## config.mk

```make
export PLATFORM = sky130hd
export DESIGN_NAME = sysid_check_master
export DESIGN_NICKNAME = d
export VERILOG_FILES = /design/src/rtl/sysid_check_pkg.sv /design/src/rtl/sysid_check_timeout.sv /design/src/rtl/sysid_check_master.sv
export SDC_FILE = /design/constraint.sdc
export NUM_CORES = 1
export LEC_CHECK = 0
export ABC_AREA = 1
export BUFFER_PORTS_ARGS = -buffer_cell sky130_fd_sc_hd__buf_2
export CAP_MARGIN = 20
export CORE_UTILIZATION = 48
export DETAILED_ROUTE_END_ITERATION = 10
export PLACE_DENSITY = 0.72
export SYNTH_ARGS = -nofsm -noshare
export SYNTH_HDL_FRONTEND = slang
export SYNTH_SLANG_ARGS = --single-unit
```

## constraint.sdc

```tcl
create_clock -name clock -period 1.74 [get_ports clock]
set_input_delay 0.348 -clock clock [delete_from_list [all_inputs] [get_ports clock]]
set_output_delay 0.348 -clock clock [all_outputs]
set_load 0.05 [all_outputs]
```

## src/rtl/sysid_check_pkg.sv

```systemverilog
// Shared types and constants for the system-ID identity checker.
package sysid_check_pkg;

  // Top-level sequencing states.
  typedef enum logic [2:0] {
    ST_IDLE  = 3'd0,
    ST_RD_ID = 3'd1,
    ST_RD_TS = 3'd2,
    ST_CHECK = 3'd3,
    ST_FIN   = 3'd4
  } state_e;

  // Result codes reported on fail_code.
  localparam logic [1:0] FAIL_NONE    = 2'd0;
  localparam logic [1:0] FAIL_ID      = 2'd1;
  localparam logic [1:0] FAIL_TS      = 2'd2;
  localparam logic [1:0] FAIL_TIMEOUT = 2'd3;

  // Word addresses inside the system-ID slave.
  localparam logic SYSID_ADDR_ID = 1'b0;
  localparam logic SYSID_ADDR_TS = 1'b1;

  // Stall counter width.
  localparam int TMO_W = 16;

  // Retry counter width: enough for 0..max_retries, never narrower than 1 bit.
  function automatic int retry_width(input int max_retries);
    return (max_retries < 1) ? 1 : $clog2(max_retries + 1);
  endfunction

endpackage

```

## src/rtl/sysid_check_timeout.sv

```systemverilog
// Stall counter for one read attempt: cleared when a read state is entered,
// advanced on every stalled cycle, and flags expiry once LIMIT stalls are seen.
module sysid_check_timeout
  import sysid_check_pkg::*;
#(
  parameter int LIMIT = 255
) (
  input  logic clock,
  input  logic reset_n,
  input  logic clear,
  input  logic enable,
  output logic expired
);

  logic [TMO_W-1:0] count;

  // Expiry is a plain compare so it is valid in the same cycle the last stall lands.
  assign expired = (count >= TMO_W'(LIMIT));

  // Count stalled cycles; stop at the limit so the value never wraps.
  always_ff @(posedge clock or negedge reset_n) begin
    if (!reset_n)                count <= '0;
    else if (clear)              count <= '0;
    else if (enable && !expired) count <= count + 1'b1;
  end

endmodule

```

## src/rtl/sysid_check_master.sv

```systemverilog
// One-shot Avalon-MM read master that reads the system-ID slave (ID word and
// build timestamp), compares both against build-time constants and reports
// a sticky pass/fail result together with the captured words.
module sysid_check_master
  import sysid_check_pkg::*;
#(
  parameter logic [31:0] EXPECTED_ID        = 32'h0000_0000,
  parameter logic [31:0] EXPECTED_TIMESTAMP = 32'h56E4_BA3A,
  parameter int          TIMEOUT_CYCLES     = 255,
  parameter int          MAX_RETRIES        = 2,
  parameter bit          AUTO_START         = 1'b1
) (
  input  logic        clock,
  input  logic        reset_n,
  input  logic        start,
  output logic        avm_address,
  output logic        avm_read,
  input  logic        avm_waitrequest,
  input  logic [31:0] avm_readdata,
  output logic        busy,
  output logic        done,
  output logic        pass,
  output logic [1:0]  fail_code,
  output logic [31:0] id_value,
  output logic [31:0] timestamp_value
);

  localparam int RW = retry_width(MAX_RETRIES);

  state_e          state, state_nxt;
  logic            auto_pend;
  logic [RW-1:0]   retry_cnt;
  logic            in_read, accept, stall, expired;
  logic            launch, cap_id, cap_ts, do_check, retry, abort, tmo_clear;

  // Bus strobes are decoded from state; the read is withdrawn once the stall
  // budget is spent so the slave sees a clean gap before any retry.
  assign in_read     = (state == ST_RD_ID) || (state == ST_RD_TS);
  assign avm_read    = in_read && !expired;
  assign avm_address = (state == ST_RD_TS) ? SYSID_ADDR_TS : SYSID_ADDR_ID;
  assign busy        = in_read || (state == ST_CHECK);
  assign accept      = avm_read && !avm_waitrequest;
  assign stall       = avm_read && avm_waitrequest;

  sysid_check_timeout #(
    .LIMIT   (TIMEOUT_CYCLES)
  ) u_timeout (
    .clock   (clock),
    .reset_n (reset_n),
    .clear   (tmo_clear),
    .enable  (stall),
    .expired (expired)
  );

  // State register.
  always_ff @(posedge clock or negedge reset_n) begin
    if (!reset_n) state <= ST_IDLE;
    else          state <= state_nxt;
  end

  // Next-state decode and one-cycle datapath strobes.
  always_comb begin
    state_nxt = state;
    launch    = 1'b0;
    cap_id    = 1'b0;
    cap_ts    = 1'b0;
    do_check  = 1'b0;
    retry     = 1'b0;
    abort     = 1'b0;
    tmo_clear = 1'b0;
    unique case (state)
      ST_IDLE: begin
        if (start || auto_pend) begin
          launch    = 1'b1;
          tmo_clear = 1'b1;
          state_nxt = ST_RD_ID;
        end
      end
      ST_RD_ID, ST_RD_TS: begin
        // An accept can only happen while avm_read is up, i.e. before expiry,
        // so a completed transfer always takes priority over the timeout.
        if (accept) begin
          if (state == ST_RD_ID) begin
            cap_id    = 1'b1;
            tmo_clear = 1'b1;
            state_nxt = ST_RD_TS;
          end else begin
            cap_ts    = 1'b1;
            state_nxt = ST_CHECK;
          end
        end else if (expired) begin
          if (retry_cnt < RW'(MAX_RETRIES)) begin
            retry     = 1'b1;
            tmo_clear = 1'b1;
            state_nxt = ST_RD_ID;
          end else begin
            abort     = 1'b1;
            state_nxt = ST_FIN;
          end
        end
      end
      ST_CHECK: begin
        do_check  = 1'b1;
        state_nxt = ST_FIN;
      end
      ST_FIN: begin
        // busy is already low here, so a start is honoured immediately.
        if (start) begin
          launch    = 1'b1;
          tmo_clear = 1'b1;
          state_nxt = ST_RD_ID;
        end else begin
          state_nxt = ST_IDLE;
        end
      end
      default: state_nxt = ST_IDLE;
    endcase
  end

  // Result, capture and retry bookkeeping.
  always_ff @(posedge clock or negedge reset_n) begin
    if (!reset_n) begin
      auto_pend       <= AUTO_START;
      retry_cnt       <= '0;
      done            <= 1'b0;
      pass            <= 1'b0;
      fail_code       <= FAIL_NONE;
      id_value        <= '0;
      timestamp_value <= '0;
    end else begin
      if (launch) begin
        auto_pend <= 1'b0;
        retry_cnt <= '0;
        done      <= 1'b0;
        pass      <= 1'b0;
        fail_code <= FAIL_NONE;
      end
      if (retry)  retry_cnt       <= retry_cnt + 1'b1;
      if (cap_id) id_value        <= avm_readdata;
      if (cap_ts) timestamp_value <= avm_readdata;
      if (do_check) begin
        done <= 1'b1;
        if (id_value != EXPECTED_ID) begin
          fail_code <= FAIL_ID;
        end else if (timestamp_value != EXPECTED_TIMESTAMP) begin
          fail_code <= FAIL_TS;
        end else begin
          pass      <= 1'b1;
          fail_code <= FAIL_NONE;
        end
      end
      if (abort) begin
        done      <= 1'b1;
        pass      <= 1'b0;
        fail_code <= FAIL_TIMEOUT;
      end
    end
  end

endmodule

```

==> flow_metrics.py <==
metrics = {
    "status": {
        "status": "finished with violations",
        "violations": "negative setup slack",
    },
    "placed_design": {
        "pre_cts_slack_ns": 0.0288,
        "gp_congestion": 0.880,
        "dpl_cell_area_um2": 4850,
        "place_hpwl_um": 6700,
        "port_buffers": 106,
    },
    "synth": {
        "ys_top_cells_by_area": "dfrtp_1 (53%), nand2_1 (8.9%), o21ai_2 (6.3%)",
        "synth_top_area_cell": "dfrtp_1",
        "synth.distinct_cells": 32,
        "synth_top_area_share": 0.532,
        "syn_area_um2": 4190,
        "synth_common_cells": "nand2_1 (99), dfrtp_1 (89), inv_1 (65), nor2_1 (46), o21ai_2 (30)",
        "async_flop_share": 1.00,
        "synth-edff-count": 0,
        "ys_seq_elements": 90,
        "synth.avg_cell_area_um2": 9.09,
        "synth_nets": 498,
        "netlist_instances": 461,
        "synthFlopType": "dfrtp_1",
        "synth_warnings": 0,
        "yosysSeqAreaShare": 0.538,
        "synth_most_common_cell": "nand2_1",
    },
    "sta": {
        "rsz0062_at_grt": "true",
        "fmax_mhz": 568,
        "setup_ws_ns": -0.0203,
        "finalCriticalPeriod_ns": 1.76,
        "finClkSkew_ns": 0.00985,
        "setup-violations-final": 8,
        "worst_pin_slew_ns": 0.486,
        "maxSlewViolCount": 0,
        "post-route-period-util": 1.01,
        "slew_headroom": 0.676,
        "hold_viol": 0,
    },
    "grt": {
        "grt_max_degree": 42,
        "grt_antenna_before_repair": 0,
        "grt_pass1_vias": 3246,
        "grt_pass1_wl_um": 14500,
        "overflow": 0,
        "grt_use_total": 0.209,
    },
    "critical_path": {
        "crit_arrival_ns": 1.41,
        "endpoint_kind": "output pin",
        "critPathKind": "reg2out",
        "crit_fanout": 4,
        "critPathSlowestCell": "dfrtp_1",
        "crit_chain": "inv_2, nand3_4, nand2_4, nand3_4, inv_2, buf_8",
        "slowest_delay_ns": 0.40,
        "critPathLaunchType": "flip-flop",
        "crit_required_ns": 1.39,
    },
    "power": {
        "peakVddDrop_mv": 1.21,
        "leakage_uw": 0.00289,
        "combPwrFrac": 0.584,
        "pwr-share-seq": 0.296,
        "internal_power_uw": 5680,
        "power.density_nw_per_um2": 2180,
        "p_switching_uw": 6310,
        "p_clk_frac": 0.120,
        "swShare": 0.526,
    },
    "detailed_routing": {
        "antenna_left": 0,
        "first_pass_iters": 4,
        "finalWirelength_um": 10000,
        "vias_per_cell": 5.04,
        "wl_per_cell_um": 14.2,
        "drtIter0Drc": 128,
        "drc": 0,
        "vias": 3544,
    },
    "flow_run": {
        "maxCapViolations": 0,
    },
    "floorplan": {
        "die_w_um": 95.4,
        "num_io_pins": 107,
        "die_area_um2": 9110,
        "core_um2": 8340,
        "die_h_um": 95.4,
        "start_util": 0.502,
        "std_cell_rows": 33,
    },
    "cts": {
        "cts-root-buf": "clkbuf_8",
        "cts_tree": "built",
        "clk_pin_slew_ns": 0.10,
        "clk-insertion-delay-late_ns": 0.35,
        "cts_buffers": 9,
        "cts.sinks": 90,
        "clockBufferDepth": 2,
        "htreeDepth": 3,
    },
    "layout": {
        "antennaDiodeCount": 0,
        "multiInputGateArea_um2": 1690,
        "finish.instance_area_um2": 5490,
        "layout.nets": 630,
        "seqCellArea_um2": 2250,
        "nFillCells": 698,
        "drive_gt1_frac": 0.418,
        "synthToLayoutAreaGrowth_pct": 31.0,
    },
    "min_path": {
        "hold_path.class": "in2reg",
    },
}
[worst max-delay path, delay by kind of cell, from the launching register on]
family,cells,cell delay [ns]
and+or+nand+nor,3,0.33
DFF,1,0.40
buffers and inverters,3,0.33
[cells in the final DEF (no fill, tap or decap), types with 2 or more instances in the layout]
cell       synthesis  routed
clkbuf_8           0       9
buf_4              3      16
nand3_2            1       2
o211ai_1           2       2
inv_1             65      62
buf_12             0       7
inv_2              2       5
nand2_4            2       9
nand4_1           17      17
nand2_8            0       2
nor2_2            10      11
clkinv_4           0       3
xnor2_1            2       2
buf_6              9       2
a21oi_1            3       2
buf_2              2     103
nand2_2           14      28
o21ai_0           18      12
dfrtp_1           89      88
clkbuf_16          0       5
xor2_1             2       2
nand3_1           11       9
nand2_1           99      76
o21ai_1           20      25
nor2_1            46      44
inv_6              0       2
nor2_4             4       5
o21ai_2           30      31
nand3_4            1       2
[per-stage QoR]
stage | TNS (ns) | hold slack, ns | power [uW] | cells | utilization
floorplan | 0 | 0.0524 | 8200 | 461 | -
global placement | 0 | 0.337 | 9380 | 670 | 0.582
detailed placement | 0 | 0.336 | 9530 | 670 | 0.582
CTS | -0.0327 | 0.236 | 11200 | 693 | 0.617
global route | -4.71 | 0.241 | 12600 | 703 | 0.658
finish | -0.0632 | 0.246 | 12000 | 703 | 0.658
[worst paths after layout]
kind	slack, ns	start	end	depth (start not counted)
worst max-delay path	-0.02	state[2]	avm_read	6
worst min-delay path	0.25	avm_readdata[25]	timestamp_value[25]	3
worst max register to register	-0.01	state[2]	timestamp_value[18]	11
worst min register to register	0.50	auto_pend	auto_pend	2
max in group asynchronous	0.68	reset_n	id_value[17]	3
min in group asynchronous	0.48	reset_n	id_value[4]	2
[state kept, by name, summed over array words and instances, names as in the netlist, 2 cells and up]
name / cells
id_value: 32
timestamp_value: 32
u_timeout.count: 16
state: 3
fail_code: 2
retry_cnt: 2
[power groups by stage]
stage | Combinational [uW] | Clock (uW) | Sequential, uW
2_1_floorplan | 2370 | 0 | 5830
3_3_place_gp | 5910 | 0 | 3480
3_5_place_dp | 6030 | 0 | 3500
4_1_cts | 6260 | 1470 | 3450
5_1_grt | 7440 | 1550 | 3630
6_report | 7000 | 1440 | 3550
[final cells by class]
type / instances / share of cell area
flip-flops and latches: 90 / 0.411
clock buffers: 10 / 0.0233
clock inverters: 6 / 0.0134
multi-input cells: 289 / 0.309
well taps: 105 / 0.0239
repair buffers: 136 / 0.174
inverters: 67 / 0.0458
[routing by layer]
metal | wire length [um] | global-route usage
met4 | 193 | 0.0896
met1 | 4410 | 0.268
met3 | 528 | 0.0359
met5 | 0 | 0
met2 | 4890 | 0.351
[kinds of logic (layout without fill, tap and decap cells)]
logic type                 after synthesis  count (layout)  synth area share
buffers and inverters                   82             219            0.0955
DFF                                     90              90             0.538
AOI/OAI and AO/OA                       77              77             0.125
xor gates and xnor gates                 4               4           0.00836
and+or+nand+nor                        207             207             0.230
adders and majority gates                1               1           0.00299
[timing repair]
action,in CTS,in global routing
buffers inserted,6,3
resized for setup,10,50
hold buffers,1,0
pin swaps,4,1
endpoints found under the hold margin,30,0
endpoints found under the setup margin,2,74
cloned,0,7
(Power assumes the default switching activity.)
